$ cat src/rtl/int_to_fp_norm_pkg.sv
// Shared constants and types for the 13-bit {sign, exp, frac} float format
// used by the integer-to-float normalizer and the float comparator.
package int_to_fp_norm_pkg;

    localparam int unsigned INT_W     = 12;
    localparam int unsigned FP_EXP_W  = 4;
    localparam int unsigned FP_FRAC_W = 8;
    localparam int unsigned FP_W      = 1 + FP_EXP_W + FP_FRAC_W;

    // Field positions inside a packed FP_W-bit word.
    localparam int unsigned FP_SIGN_POS = FP_W - 1;
    localparam int unsigned FP_EXP_MSB  = FP_W - 2;
    localparam int unsigned FP_EXP_LSB  = FP_FRAC_W;
    localparam int unsigned FP_FRAC_MSB = FP_FRAC_W - 1;
    localparam int unsigned FP_FRAC_LSB = 0;

    typedef enum logic [1:0] {
        IDLE = 2'd0,
        NORM = 2'd1,
        DONE = 2'd2
    } state_e;

endpackage

$ cat src/rtl/int_to_fp_norm.sv
// Iterative sign-magnitude integer to {sign, exp, frac} float converter.
// One left shift per clock until the magnitude MSB is set or exp reaches 0.
module int_to_fp_norm #(
    parameter int unsigned INT_W  = int_to_fp_norm_pkg::INT_W,
    parameter int unsigned EXP_W  = int_to_fp_norm_pkg::FP_EXP_W,
    parameter int unsigned FRAC_W = int_to_fp_norm_pkg::FP_FRAC_W
) (
    input  logic                      clk,
    input  logic                      rst_n,
    input  logic                      in_valid,
    output logic                      in_ready,
    input  logic [INT_W-1:0]          in_data,
    output logic                      out_valid,
    input  logic                      out_ready,
    output logic [EXP_W+FRAC_W:0]     out_data
);
    import int_to_fp_norm_pkg::*;

    localparam int unsigned MAG_W = INT_W - 1;
    localparam int unsigned OUT_W = 1 + EXP_W + FRAC_W;

    state_e             state_q, state_d;
    logic [MAG_W-1:0]   mag_q, mag_d;
    logic [EXP_W-1:0]   exp_q, exp_d;
    logic               sign_q, sign_d;
    logic [OUT_W-1:0]   out_q, out_d;
    logic               mag_zero;

    assign mag_zero  = (mag_q == '0);
    assign in_ready  = (state_q == IDLE);
    assign out_valid = (state_q == DONE);
    assign out_data  = out_q;

    always_comb begin
        state_d = state_q;
        mag_d   = mag_q;
        exp_d   = exp_q;
        sign_d  = sign_q;
        out_d   = out_q;
        unique case (state_q)
            IDLE: begin
                if (in_valid) begin
                    sign_d  = in_data[INT_W-1];
                    mag_d   = in_data[INT_W-2:0];
                    exp_d   = EXP_W'(INT_W - 1);
                    state_d = NORM;
                end
            end
            NORM: begin
                if (!mag_q[MAG_W-1] && (exp_q != '0)) begin
                    mag_d = mag_q << 1;
                    exp_d = exp_q - 1'b1;
                end else begin
                    // Zero magnitude exits with exp 0; force sign so -0 never appears.
                    out_d   = {mag_zero ? 1'b0 : sign_q, exp_q, mag_q[MAG_W-1 -: FRAC_W]};
                    state_d = DONE;
                end
            end
            DONE: begin
                if (out_ready) begin
                    state_d = IDLE;
                end
            end
            default: state_d = IDLE;
        endcase
    end

    always_ff @(posedge clk or negedge rst_n) begin
        if (!rst_n) begin
            state_q <= IDLE;
            mag_q   <= '0;
            exp_q   <= '0;
            sign_q  <= 1'b0;
            out_q   <= '0;
        end else begin
            state_q <= state_d;
            mag_q   <= mag_d;
            exp_q   <= exp_d;
            sign_q  <= sign_d;
            out_q   <= out_d;
        end
    end

endmodule

$ cat config.mk
export PLATFORM = sky130hd
export DESIGN_NAME = int_to_fp_norm
export DESIGN_NICKNAME = d
export VERILOG_FILES = /design/src/rtl/int_to_fp_norm_pkg.sv /design/src/rtl/int_to_fp_norm.sv
export SDC_FILE = /design/constraint.sdc
export NUM_CORES = 1
export LEC_CHECK = 0
export BUFFER_PORTS_ARGS = -buffer_cell sky130_fd_sc_hd__buf_4
export CAP_MARGIN = 5
export CORE_MARGIN = 1
export CORE_UTILIZATION = 45
export CTS_CLUSTER_DIAMETER = 50
export DETAILED_ROUTE_END_ITERATION = 10
export PLACE_DENSITY = 0.8
export SLEW_MARGIN = 25
export SYNTH_ARGS = -nofsm -noshare
export SYNTH_HDL_FRONTEND = slang
export SYNTH_SLANG_ARGS = --single-unit
$ cat constraint.sdc
create_clock -name clk -period 1.6 [get_ports clk]
set_clock_uncertainty 0.05 [all_clocks]
set_input_delay 0.08 -clock clk [delete_from_list [all_inputs] [get_ports clk]]
set_output_delay 0.08 -clock clk [all_outputs]
set_load 0.02 [all_outputs]
# After elaboration in Yosys (flattened, before gate mapping)
# Cells that the tools add are included.
# Widths: inputs -> output; s select.
# word_totals
register_bits,31
word_cells,34
inputBits,16
output_inout_bits,15
# classes
reduce_logical,10
add_sub_neg,1
n_bitwise,1
n_eq_ne,6
n_mux,11
# ops
op,n
$mux 11,2
$pmux 11 s2,1
$logic_not 11->1,1
$mux 4,2
$pmux 4 s2,1
$mux 2,3
$ne 2x2->1 const B,3
$pmux 2 s3,1
$reduce_and 3->1,2
$reduce_and 2->1,2
$reduce_bool 4->1,1
$sub 4x1->4 const B,1
$eq 2x1->1 const B,1
$eq 2x2->1 const B,1
$logic_not 2->1,1
$ne 2x1->1 const B,1
$reduce_bool 2->1,1
$logic_and 1x1->1,1
$logic_not 1->1,1
$mux 1,1
$not 1->1,1

# Logic depth before layout (Yosys ltp)
# Gate-level depths: netlist of the first run.
# logic_depth
word_depth,4
depth_mapped,6

# Worst setup path after synthesis of the first run
# No wires, ideal clock.
# synth_timing
kind,reg2reg
from,register exp_q[0]
to,register mag_q[1]
n_path_buf,0
slack_ns,-0.164
arrival_ns,1.589
stages_incl_launch_ff,7
synth_period_minus_slack_ns,1.764
path_cell_list,dfrtp_1 inv_1 ha_1 or3b_4 a21oi_4 inv_4 mux2_4
# synth_via
elab_chain_len,4
# synth_rtl
element,line_no,text
from (decl),int_to_fp_norm.sv:24,"logic [EXP_W-1:0] exp_q, exp_d;"
from (signal assigned),int_to_fp_norm.sv:78,exp_q <= exp_d;
$reduce_bool 4->1,int_to_fp_norm.sv:50,if (!mag_q[MAG_W-1] && (exp_q != '0)) begin
$logic_and 1x1->1,int_to_fp_norm.sv:50,
$ne 2x2->1 (no line),n/a,
$reduce_and 3->1 (no line),n/a,
to (signal assigned),int_to_fp_norm.sv:77,mag_q <= mag_d;
to (decl),int_to_fp_norm.sv:23,"logic [MAG_W-1:0] mag_q, mag_d;"
# Every way passes these cells.
# A chain may end at the register's enable or synchronous reset.

# Final worst setup path of the first run
# layout_timing
from,register exp_q[1]
to,register mag_q[3]
# Same word-level chain as after synthesis.

==> results, run 1 <==
- The origin of the critical flop-to-flop path is exp_q[1]$_DFFE_PN0P_.
- The synthesized area per cell is around 14 µm².
- The top cell type's share of synthesized area is 52.9%.
- Broken down by cell family, the worst path's largest delay share belongs to flip-flops.
- The library cell contributing the largest single delay on the critical path is sky130_fd_sc_hd__dfrtp_1.
- The number of global-route vias before repair is 1141.
- In this run, the number of DRC markers left after iteration 0 of detailed routing was 32.
- The first global-routing pass estimated between 5000 and 6000 µm of wire.
- From bottom edge to top edge, the die measures 59.1 µm.
- The HPWL after detailed placement is ~2300 µm.
- At the end of the flow the core is filled with cells to 68.2%.
- The die extent in x is between 50 and 60 µm.
- For this block, the routed nets add up to 3540 µm of wire.
- The clock network is responsible for between 10 and 15% of the overall power.
- The standard cell area after detailed placement is roughly 0.0019 mm².
- Setup violations remaining at the end of the flow were counted as 26.
- The areal power density over the cells is roughly 2200 mW/mm².
- Setup repair after global routing could not meet its margin everywhere.
- The clock passes through at most 2 buffers.
- Summed over all failing endpoints, the final setup total negative slack is -3.75 ns.
- Data on the critical path arrives at its endpoint at 1.95 ns.
- By area the synthesized netlist is led by sky130_fd_sc_hd__dfrtp_1 53%, sky130_fd_sc_hd__mux2_2 15%, sky130_fd_sc_hd__mux2_4 9.2%.
- During synthesis, Yosys emitted a total of 0 warnings.
- The maximum resistive drop on vdd is 1.21 mV.
- The clock tree synthesis step divided the H-tree into 2 levels.
- In the finished design, the share of the clock period the worst path needs comes to 111%.
- The share of total power dissipated in sequential elements is approximately a third.
- The share of total power in combinational logic is between 50% and 60%.
- The synthesized instance count is roughly 110.
- Following the worst setup path forward leads to its endpoint at mag_q[3]$_DFFE_PN0P_.
- The kind of end point of the critical path is a flop.
- Global routing finished with a remaining overflow of 0.
- The congestion estimate from routability-driven global placement came to 0.841.
- The net switching power figure is approximately 1.7 mW.
- Entering global routing, the biggest net connects 32 pins.
- The setup slack after placement is -0.168 ns.
- The final hold violation count is 0.
- The count of antenna-violating nets left after detailed routing is 0.
- Clock-pin slew was measured on the worst setup and hold paths at roughly 0.090 ns.
- In this run the worst setup path begins at exp_q[1]$_DFFE_PN0P_.
- The routed layout has around 1.1k vias.
- In this run the worst path has a maximum fanout of 10.
- The worst slew slack as a fraction of its limit is about three quarters.
- The cell area after synthesis is 0.00147 mm².
- The minimum setup slack among reg-to-reg paths is -0.18 ns.
- Synthesis produced a netlist with a net count of 125.
- The final reports fail on setup timing.
- After detailed routing, the number of remaining DRC violations is 0.
- The tree is rooted in a sky130_fd_sc_hd__clkbuf_4.
- The CTS tree is done.
- The sink count of the clock tree is 31.
- In the final layout, the share of cells above drive strength 1 is between 50% and 60%.
- The die covers approximately 0.0035 mm².
- The worst path buffer plus inverter count is 2.
- The number of antenna violations at the first check in global routing is 0.
- Synthesis inferred 31 register bits.
- The antenna diode count is 0.
- For this configuration, the core starts out at a cell density of a little under half.
- 31 I/O pins were placed.
- At the worst endpoint, the required time is approximately 1.8 ns.
- The unique cell type count in the Yosys netlist is 31.
- The critical path is of the reg2reg type.
- The maximum clock frequency is between 500 and 600 MHz.
- Summing internal, switching and leakage power gives roughly 4.7 mW.
- The flow ran to the end, but the final reports show violations.
- Counting cells, the worst reg-to-reg path comes to 6.
- The number of slew-limit violations in the final report came to 0.
- The endpoint of the worst register-to-register path is mag_q[3]$_DFFE_PN0P_.
- sky130_fd_sc_hd__dfrtp_1 takes more of the synthesized area than any other cell.
- Dividing the detail-routed via count by the number of cells gives 5.22.
- The sort of element at the start of the critical path is a flop.
- The cell leakage power is 1.02 nW.
- The net count of the finished layout is about 180.
- In this run, CTS created clock tree buffers numbering 5.
- The clock latency on the worst-skew pair is 0.33 ns.
- At the pin with the least slew margin, the transition time is between 0.3 and 0.4 ns.
- The number of buffers inserted by port buffering is 30.
- In this run the core area contains 20 standard-cell rows.
- Dividing the detail-routed wire length by the instance count gives around 17 µm.
- After layout, the minimum clock period comes to 1.78 ns.
- Global routing used a little over a fifth of the available tracks across all layers.
- The longest individual stage delay on the worst path is around 0.40 ns.
- After synthesis, flip-flops and latches occupy between 50% and 60% of the total area.
- The min-delay analysis places its worst path in the category in2reg.
- The internal power component is roughly 3.0 mW.
- The critical path goes through inv_2 -> ha_4 -> or3b_4 -> a21oi_4 -> inv_6 -> mux2_4.
- Relative to the synthesized area, the layout overhead comes to 43.3%.
- The worst setup slack after layout is -0.178 ns.
- The fraction of power spent switching nets is 37.2%.
- Before antenna repair, the detailed router went through 4 iterations.
- The critical path runs through a total of 6 cells.
- The final non-filler cell area is around 0.0021 mm².
- The area inside the core boundary is 0.00308 mm².
- The number of max-capacitance violations reported is 0.
==> cell families after synthesis <==
| group | after synthesis | synth area share (%) |
|---|---|---|
| adders and majority gates | 2 | 1.71 |
| AOI/OAI and AO/OA | 12 | 6.23 |
| DFF | 31 | 52.9 |
| muxes | 32 | 26.7 |
| and+or+nand+nor | 22 | 9.82 |
| buffers and inverters | 8 | 2.56 |
==> Yosys cell counts <==
cell                       number
sky130_fd_sc_hd__a211oi_1       1
sky130_fd_sc_hd__a21oi_1        1
sky130_fd_sc_hd__a21oi_4        1
sky130_fd_sc_hd__a221o_1        1
sky130_fd_sc_hd__a221oi_1       1
sky130_fd_sc_hd__a22o_1         1
sky130_fd_sc_hd__a31oi_1        1
sky130_fd_sc_hd__and3_1         1
sky130_fd_sc_hd__buf_2          1
sky130_fd_sc_hd__buf_4          1
sky130_fd_sc_hd__dfrtp_1       31
sky130_fd_sc_hd__ha_1           2
sky130_fd_sc_hd__inv_1          5
sky130_fd_sc_hd__inv_4          1
sky130_fd_sc_hd__mux2_1         2
sky130_fd_sc_hd__mux2_2        19
sky130_fd_sc_hd__mux2_4         9
sky130_fd_sc_hd__mux2i_1        2
sky130_fd_sc_hd__nand2_1        4
sky130_fd_sc_hd__nand2b_1       1
sky130_fd_sc_hd__nor2_1         3
sky130_fd_sc_hd__nor2b_1        2
sky130_fd_sc_hd__nor3_1         2
sky130_fd_sc_hd__nor3b_1        1
sky130_fd_sc_hd__nor3b_2        2
sky130_fd_sc_hd__nor4_1         2
sky130_fd_sc_hd__nor4b_1        1
sky130_fd_sc_hd__o21ai_0        4
sky130_fd_sc_hd__o21ai_2        1
sky130_fd_sc_hd__or3b_2         2
sky130_fd_sc_hd__or3b_4         1
==> state kept, by name, indices dropped and copies added, names as in the netlist <==
signal / cells
state_q: 2
sign_q: 1
out_data: 13
mag_q: 11
exp_q: 4
==> power groups by stage <==
stage / Clock, mW / Sequential [mW] / Combinational [mW]
4_1_cts: 0.528 / 1.49 / 2.40
3_3_place_gp: 0 / 1.47 / 2.17
6_report: 0.521 / 1.52 / 2.66
5_1_grt: 0.575 / 1.56 / 2.81
3_5_place_dp: 0 / 1.50 / 2.27
2_1_floorplan: 0 / 1.65 / 1.24
==> stage by stage <==
step                hold WS, ns  cells
floorplan                -0.266    107
global placement        -0.0230    194
detailed placement      -0.0136    194
CTS                      0.0499    207
global route             0.0362    211
finish                   0.0433    211
==> cells in the final DEF (no fill, tap or decap), types with 2 or more instances in the layout <==
cell and count:
sky130_fd_sc_hd__nor2b_1 2, sky130_fd_sc_hd__nor4_1 2, sky130_fd_sc_hd__mux2_2 9, sky130_fd_sc_hd__inv_1 3, sky130_fd_sc_hd__dlygate4sd3_1 4, sky130_fd_sc_hd__nor3b_4 2
sky130_fd_sc_hd__o21ai_0 4, sky130_fd_sc_hd__buf_4 46, sky130_fd_sc_hd__nor3_1 2, sky130_fd_sc_hd__clkbuf_4 5, sky130_fd_sc_hd__or3b_2 2, sky130_fd_sc_hd__mux2i_1 2
sky130_fd_sc_hd__mux2_4 21, sky130_fd_sc_hd__nor2_1 2, sky130_fd_sc_hd__clkbuf_8 2, sky130_fd_sc_hd__buf_6 4, sky130_fd_sc_hd__nand2_1 4, sky130_fd_sc_hd__inv_2 2
sky130_fd_sc_hd__dfrtp_1 31
==> worst min path at each step <==
stage                 from                      end  slack (ns)  depth (start not counted)
2_1_floorplan        rst_n     exp_q[0]$_DFFE_PN0P_       -0.27                          0
4_1_cts         in_data[7]     mag_q[7]$_DFFE_PN0P_        0.05                          3
3_5_place_dp         rst_n  out_data[3]$_DFFE_PN0P_       -0.01                          1
5_1_grt         in_data[4]     mag_q[4]$_DFFE_PN0P_        0.04                          3
6_report       in_data[10]    mag_q[10]$_DFFE_PN0P_        0.04                          3
3_3_place_gp         rst_n  out_data[3]$_DFFE_PN0P_       -0.02                          1
==> area by class of cell <==
| cell class | count | area (µm²) |
|---|---|---|
| clock buffers | 8 | 68.8 |
| fillers | 220 | 978 |
| inverters | 6 | 27.5 |
| multi-input cells | 68 | 742 |
| flip-flops and latches | 31 | 776 |
| well taps | 44 | 55.1 |
| repair buffers | 54 | 430 |
==> worst reg2reg max path, cell delays in order, from the launching register on <==
cell                      delay, ns
sky130_fd_sc_hd__dfrtp_1       0.40
sky130_fd_sc_hd__inv_2         0.09
sky130_fd_sc_hd__ha_4          0.13
sky130_fd_sc_hd__or3b_4        0.39
sky130_fd_sc_hd__a21oi_4       0.21
sky130_fd_sc_hd__inv_6         0.10
sky130_fd_sc_hd__mux2_4        0.31
==> timing repair <==
item,CTS,global route
pin swaps,0,1
gates resized for setup,11,13
hold buffers,4,0
setup endpoints to repair,27,26
setup buffers,1,4
hold endpoints to repair,34,0
==> per-layer routing <==
layer,wire [µm],vias up,global-route usage (%),part of all wire (%)
li1,-,504,-,-
met1,1540,547,27.4,44
met2,1710,36,34.7,48
met3,149,15,4.37,4.2
met4,130,0,13.9,3.7
met5,0,-,0,0
(Power assumes the default switching activity.)
==> run 2, diff against run 1 <==
- ABC_AREA: not set -> 1
- SETUP_SLACK_MARGIN: not set -> 0.15
- SKIP_CTS_REPAIR_TIMING: not set -> 1
==> run 2 against run 1 <==
  * The flow finishes with violations (hold timing)
  * Maximum frequency grew 33%
  * Sequential power shrank 5%
  * Combinational power shrank 13%
  * Synthesized cell count grew 65%
  * Critical path depth grew 1
  * Core utilization shrank 5.7 points
  * Global-route usage shrank 2.4 points
  * Via count grew 17%
  * First-iteration DRC count grew 38%
  * Area after synthesis is the same
  * Highest routed layer unchanged
==> results, run 2 <==
- The flow ran to the end, but the final reports show violations.
- The checks that failed: hold timing.
- The die span in y is 59.1 µm (unchanged).
- The count of antenna-violating nets left after detailed routing is 0 (unchanged).
- The global-route wire length before repair is 4940 µm (-8.6%).
- The area inside the core boundary is 0.00308 mm² (unchanged).
- The min-delay analysis places its worst path in the category in2reg.
- The setup slack after placement is 0.0601 ns (+0.229 ns).
- The number of buffers inserted by port buffering was 30 (unchanged).
- The required time of the critical path was 1.77 ns (about the same).
- By instance count, the leading cell after synthesis is sky130_fd_sc_hd__nand2_1.
- The critical path is of the reg2reg type.
- The full die area is 0.00349 mm² (unchanged).
- The worst setup slack after layout is 0.259 ns (+0.437 ns).
- The sink count of the clock tree was 31 (unchanged).
- After synthesis, the cell types taking the most area are sky130_fd_sc_hd__dfrtp_1 53%, sky130_fd_sc_hd__nand2_1 16%, sky130_fd_sc_hd__nand3_1 7.5%.
- The critical path arrival is 1.51 ns (-0.44 ns).
- The clock buffer count from CTS is 5 (unchanged).
- The detailed-route via count came to 1294 (+17%).
- The maximum number of pins on one net before global-route repair is 32 (unchanged).
- The final period utilization came to 83.8% (-27 points).
- The synthesized instance count is 177 (+65%).
- The last weighted congestion value of the routability-driven placer is 0.834 (-0.89%).
- The largest total area in the synthesized netlist belongs to sky130_fd_sc_hd__dfrtp_1.
- The starting utilization of the core area is 47.6% (unchanged).
- The final-stage net count is 239 (+30%).
- The worst-margin pin slew is 0.386 ns (-0.00891 ns).
- The clock latency on the worst-skew pair is 0.32 ns (about the same).
- The cell area after synthesis is 0.00147 mm² (unchanged).
- The CTS clock-pin slew for the worst setup and hold paths is 0.10 ns (about the same).
- The total routing usage reported by global routing was 19.5% (-2.4 points).
- The total of warnings raised by yosys is 0 (unchanged).
- The number of global-route vias before repair is 1099 (-3.7%).
- The time the worst path needs with I/O delays and setup is 1.34 ns (-0.437 ns).
- The antenna diode count is 0 (unchanged).
- The maximum clock frequency was 746 MHz (+33%).
- From synthesis to final layout, the design area changed by 31.3%.
- The maximum resistive drop on vdd is 1.05 mV (-13%).
- The most common cell after layout, fill and taps aside is sky130_fd_sc_hd__nand2_1.
- The via density per instance is 4.86 (-6.9%).
- The total negative slack was 0 ns (+3.75 ns).
- The final core utilization is 62.5% (-5.7 points).
- The commonest register cell after synthesis is sky130_fd_sc_hd__dfrtp_1.
- The startpoint identified for the worst register-to-register timing path is exp_q[1]$_DFFE_PN0P_.
- The biggest fanout along the worst timing path is 6 (-4).
- The estimated wirelength of the detail-placed design was 2030 µm (-12%).
- The kind of end point of the critical path is a flop.
- Ranked by instance count, the synthesized netlist is headed by 62 x sky130_fd_sc_hd__nand2_1, 31 x sky130_fd_sc_hd__dfrtp_1, 22 x sky130_fd_sc_hd__nand3_1, 22 x sky130_fd_sc_hd__o21ai_1, 13 x sky130_fd_sc_hd__inv_1.
- STA classifies the critical path startpoint as a flop.
- The worst setup path startpoint is exp_q[1]$_DFFE_PN0P_.
- The number of slew-limit violations in the final report came to 0 (unchanged).
- The hold path startpoint is in_data[3].
- The post-route worst hold slack was -0.0129 ns (-0.0562 ns).
- The number of max-capacitance violations reported was 0 (unchanged).
- Setup repair after global routing left no endpoint under its margin.
- The DRC violation total after the first TritonRoute iteration is 44 (+38%).
- The final hold violation count is 2 (+2).
- The fraction of registers with async set/reset is 100% (unchanged).
- The CTS tree is done.
- The H-tree depth was 2 (unchanged).
- The residual overflow from global routing came to 0 (unchanged).
- The cell leakage power came to 1.01 nW (-0.80%).
- The top cell type's share of synthesized area was 52.9% (unchanged).
- The synthesized area per cell is 8.28 µm² (-40%).
- The share of cells above drive strength 1 is 24.8% (-35 points).
- The routed wire length per instance is 12.0 µm (-28%).
- The share of the yosys chip area belonging to registers came to 52.9% (unchanged).
- The flop and latch count out of synthesis was 31 (unchanged).
- The number of rows created at floorplan is 20 (unchanged).
- The number of synthesized flops with an enable pin is 0 (unchanged).
- The deepest clock path buffer count was 2 (unchanged).
- The wire length reported by the detailed router is 3200 µm (-9.4%).
- The filler cell count in the final layout is 283 (+29%).
- The number of remaining DRC errors was 0 (unchanged).
- The die extent in x was 59.1 µm (unchanged).
- The number of setup violations in the final report was 0 (-100%).
- The number of antenna violations at the first check in global routing is 0 (unchanged).
- The clock tree root driver cell is sky130_fd_sc_hd__clkbuf_4.
- The areal power density over the cells was 2220 mW/mm² (-0.99%).
- The first-pass iteration count of the detailed router is 4 (unchanged).
- The total I/O pin count is 31 (unchanged).
- The synthesized netlist net count is 195 (+56%).
- The number of flip-flops in the largest register is 13 (unchanged).
- The library cells used most frequently in the layout, excluding fill and tap cells, are 60 x sky130_fd_sc_hd__nand2_1, 34 x sky130_fd_sc_hd__buf_4, 31 x sky130_fd_sc_hd__dfrtp_1, 22 x sky130_fd_sc_hd__nand3_1, 22 x sky130_fd_sc_hd__o21ai_1.
- The unique cell type count in the Yosys netlist is 16 (-48%).
- The worst slew slack as a fraction of its limit is 74.3% (+0.59 points).
==> run 2: per-layer routing <==
metal  vias to the layer above  track usage, %  wire length [µm]
li1                        660               -                 -
met1                       580            27.1              1480
met2                        49            29.1              1490
met3                         5            4.80               200
met4                         0            8.16                36
met5                         -               0                 0
==> run 2: critical path, cell delays in order, from the launching register on <==
cell and delay (ns):
sky130_fd_sc_hd__dfrtp_1 0.41, sky130_fd_sc_hd__inv_1 0.11, sky130_fd_sc_hd__ha_1 0.18, sky130_fd_sc_hd__nand2_2 0.09, sky130_fd_sc_hd__nand2_4 0.14, sky130_fd_sc_hd__nand2_2 0.13, sky130_fd_sc_hd__nand2_1 0.08, sky130_fd_sc_hd__o21ai_1 0.05
==> run 2: logic make-up (layout without fill, tap and decap cells) <==
group           count (synthesis)  count (layout)  share of synthesized area, %
flops                          31              31                          52.9
compound gates                 23              23                          8.03
simple gates                   99             101                          30.0
buf+inv                        21              64                          6.75
xor+xnor                        1               1                         0.598
fa+ha+maj                       2               2                          1.71
==> run 2: through the flow <==
step | cells | hold slack, ns | instance area (µm²) | power, mW
floorplan | 177 | -0.266 | 1470 | 2.91
global placement | 248 | -0.0185 | 1730 | 3.43
detailed placement | 248 | -0.0199 | 1730 | 3.48
CTS | 256 | -0.373 | 1790 | 4.00
global route | 266 | 0.00126 | 1920 | 4.62
finish | 266 | -0.0129 | 1920 | 4.26
==> run 2: power breakdown <==
group	switching (mW)	internal (mW)	total [mW]	leakage (nW)
sequential	0.280	1.16	1.44	0.388
combinational	1.40	0.902	2.31	0.588
clock	0.260	0.258	0.518	0.0386
total	1.94	2.32	4.26	1.01
==> run 2: final timing paths <==
kind | endpoint | cells past startpoint | slack (ns)
worst min register to register | out_data[10]$_DFFE_PN0P_ | 2 | 0.44
min in group asynchronous | mag_q[0]$_DFFE_PN0P_ | 2 | 0.16
worst min-delay path | mag_q[3]$_DFFE_PN0P_ | 5 | -0.01
worst max register to register | out_data[4]$_DFFE_PN0P_ | 7 | 0.26
max in group asynchronous | out_data[2]$_DFFE_PN0P_ | 2 | 1.06
worst max-delay path | out_data[4]$_DFFE_PN0P_ | 7 | 0.26
==> run 2: final cells by class <==
class	instances	area [µm²]	share of cell area (%)
Timing Repair Buffer	41	337	17.5
Tap cell	44	55.1	2.86
Inverter	15	58.8	3.06
Sequential cell	31	776	40.3
Multi-Input combinational cell	127	628	32.7
Clock buffer	8	68.8	3.58
==> run 3, diff against run 2 <==
- ABC_AREA: 1 -> 0
- clock period: 1.6 -> 1.15 ns (I/O delays scaled with it)
==> run 3 against run 2 <==
  * The run ends with setup timing left
  * Clock-buffer cell count shrank 2
  * Sequential cell count is the same
  * Sequential power grew 45%
  * Cell count shrank 12%
  * Global-route usage grew 1.0 points
  * Die area is the same
  * Cell area grew 22%
==> results, run 3 (synthesis gave the netlist of run 1 again) <==
- The areal power density over the cells is 3190 mW/mm² (+44%).
- Setup repair after global routing could not meet its margin everywhere.
- The number of flip-flops in the largest register is 13 (unchanged).
- The origin of the critical flop-to-flop path is exp_q[1]$_DFFE_PN0P_.
- The H-tree depth is 2 (unchanged).
- The cell depth of the worst flop-to-flop path came to 6 (-1).
- The endpoint of the worst register-to-register path is mag_q[2]$_DFFE_PN0P_.
- The DRC violation total after the first TritonRoute iteration came to 32 (-27%).
- The maximum number of pins on one net before global-route repair is 32 (unchanged).
- The min-delay analysis places its worst path in the category in2reg.
- The most common cell after layout, fill and taps aside is sky130_fd_sc_hd__buf_4.
- The total I/O pin count came to 31 (unchanged).
- The count of antenna-violating nets left after detailed routing is 0 (unchanged).
- The number of cells in the design after placement is 205 (-17%).
- The biggest fanout along the worst timing path is 10 (+4).
- The sink count of the clock tree is 31 (unchanged).
- The total negative slack is -16.68 ns (-16.68 ns).
- The detailed-route via count came to 1193 (-7.8%).
- The via density per instance is 5.12 (+5.3%).
- The post-route worst hold slack is 0.0237 ns (+0.0367 ns).
- The final-stage net count is 206 (-14%).
- The routed wire length per instance is 17.1 µm (+42%).
- The worst setup slack after layout is -0.669 ns (-0.927 ns).
- The clock tree root driver cell is sky130_fd_sc_hd__clkbuf_4.
- The number of rows created at floorplan is 20 (unchanged).
- The die span in y is 59.1 µm (unchanged).
- The cell leakage power came to 1.14 nW (+13%).
- The minimum setup slack among reg-to-reg paths is -0.67 ns (-0.93 ns).
- TritonCTS built the clock tree.
- The number of slew-limit violations in the final report is 0 (unchanged).
- The time the worst path needs with I/O delays and setup is 1.82 ns (+0.477 ns).
- The number of setup violations in the final report is 33 (+33).
- The end point of the worst hold path is mag_q[5]$_DFFE_PN0P_.
- The antenna diode count is 0 (unchanged).
- The number of max-capacitance violations reported is 0 (unchanged).
- The first-pass iteration count of the detailed router is 4 (unchanged).
- The hold path startpoint is in_data[5].
- The critical path arrival is 1.99 ns (+0.48 ns).
- The sort of element at the start of the critical path is a flop.
- The final period utilization is 158% (+74 points).
- The wire length reported by the detailed router is 3980 µm (+24%).
- The total routing usage reported by global routing is 20.5% (+1.0 points).
- The number of standard cells in the final layout excluding fillers is 233 (-12%).
- The estimated wirelength of the detail-placed design is 2390 µm (+18%).
- The die extent in x is 59.1 µm (unchanged).
- The deepest clock path buffer count came to 2 (unchanged).
- The type of the worst setup path is reg2reg.
- The CTS clock-pin slew for the worst setup and hold paths is 0.11 ns (about the same).
- The maximum resistive drop on vdd is 1.93 mV (+84%).
- The kind of end point of the critical path is a flop.
- The last weighted congestion value of the routability-driven placer came to 0.790 (-5.3%).
- The residual overflow from global routing came to 0 (unchanged).
- The global-route wire length before repair was 5050 µm (+2.2%).
- The final hold violation count was 0 (-2).
- The number of buffers inserted by port buffering came to 30 (unchanged).
- The starting utilization of the core area is 47.6% (unchanged).
- The clock buffer count from CTS is 5 (unchanged).
- The number of global-route vias before repair came to 1085 (-1.3%).
- The share of cells above drive strength 1 is 67.2% (+42 points).
- The number of antenna violations at the first check in global routing is 0 (unchanged).
- The final reports fail on setup timing.
- The worst-margin pin slew is 0.395 ns (+0.00848 ns).
- The required time of the critical path is 1.32 ns (-0.45 ns).
- The library cells used most frequently in the layout, excluding fill and tap cells, are 52 x sky130_fd_sc_hd__buf_4, 30 x sky130_fd_sc_hd__dfrtp_1, 19 x sky130_fd_sc_hd__buf_6, 18 x sky130_fd_sc_hd__mux2_4, 12 x sky130_fd_sc_hd__mux2_2.
- The worst slew slack as a fraction of its limit is 73.7% (-0.57 points).
- The hold-critical path depth is 3 (-2).
- The flow ran to the end, but the final reports show violations.
- The number of remaining DRC errors is 0 (unchanged).
- From synthesis to final layout, the design area changed by 60.2%.
- The full die area is 0.00349 mm² (unchanged).
- The clock latency on the worst-skew pair is 0.34 ns (+0.02 ns).
- The maximum clock frequency is 550 MHz (-26%).
- The area inside the core boundary is 0.00308 mm² (unchanged).
==> run 3: cell types whose count changed in the layout (fill, tap and decap cells not counted), moves of 4 or more <==
cell,delta
sky130_fd_sc_hd__inv_1,-10
sky130_fd_sc_hd__buf_4,+18
sky130_fd_sc_hd__nand3_1,-22
sky130_fd_sc_hd__buf_6,+18
sky130_fd_sc_hd__nand2_1,-57
sky130_fd_sc_hd__o21ai_1,-21
sky130_fd_sc_hd__mux2_4,+18
sky130_fd_sc_hd__mux2_2,+12
sky130_fd_sc_hd__nor2_1,-7
sky130_fd_sc_hd__nand2_4,-4
==> run 3: metal layers <==
layer	part of all wire, %	vias to the layer above	global-route usage [%]	routed length [µm]
li1	-	551	-	-
met1	45	596	26.5	1790
met2	50	34	32.0	1980
met3	3.1	12	4.59	123
met4	2.2	0	11.6	87
met5	0	-	0	0
==> run 3: worst max-delay path by stage <==
stage / from / to / slack [ns] / cells after the start
finish: exp_q[1]$_DFFE_PN0P_ / mag_q[2]$_DFFE_PN0P_ / -0.67 / 6
global route: exp_q[0]$_DFFE_PN0P_ / mag_q[2]$_DFFE_PN0P_ / -0.71 / 6
CTS: exp_q[1]$_DFFE_PN0P_ / mag_q[9]$_DFFE_PN0P_ / -0.67 / 6
detailed placement: exp_q[1]$_DFFE_PN0P_ / mag_q[6]$_DFFE_PN0P_ / -0.63 / 6
global placement: exp_q[1]$_DFFE_PN0P_ / mag_q[7]$_DFFE_PN0P_ / -0.57 / 6
floorplan: exp_q[0]$_DFFE_PN0P_ / mag_q[1]$_DFFE_PN0P_ / -0.61 / 6
==> run 3: cell type report <==
cell class	instances	area (µm²)
repair buffers	76	654
multi-input cells	68	747
inverters	6	27.5
fillers	198	731
clock buffers	6	51.3
clock inverters	2	35.0
flip-flops and latches	31	777
well taps	44	55.1
==> run 3: critical path: stages (launching register included) <==
cell and delay [ns]:
sky130_fd_sc_hd__dfrtp_1 0.42, sky130_fd_sc_hd__inv_2 0.09, sky130_fd_sc_hd__ha_4 0.14, sky130_fd_sc_hd__or3b_4 0.39, sky130_fd_sc_hd__a21oi_4 0.21, sky130_fd_sc_hd__inv_6 0.10, sky130_fd_sc_hd__mux2_4 0.32
==> run 3: through the flow <==
| step | utilization [%] | cell area (µm²) | power [mW] | setup WS (ns) |
|---|---|---|---|---|
| 2_1_floorplan | - | 1510 | 4.15 | -0.610 |
| 3_3_place_gp | 64.0 | 1970 | 5.45 | -0.571 |
| 3_5_place_dp | 64.0 | 1970 | 5.62 | -0.628 |
| 4_1_cts | 66.8 | 2060 | 6.51 | -0.666 |
| 5_1_grt | 76.3 | 2350 | 7.84 | -0.706 |
| 6_report | 76.3 | 2350 | 7.50 | -0.669 |
==> run 3: power by group <==
part | switching [mW] | internal (mW) | total (mW)
sequential | 0.450 | 1.64 | 2.09
clock | 0.394 | 0.513 | 0.907
combinational | 1.85 | 2.65 | 4.50
total | 2.69 | 4.81 | 7.50
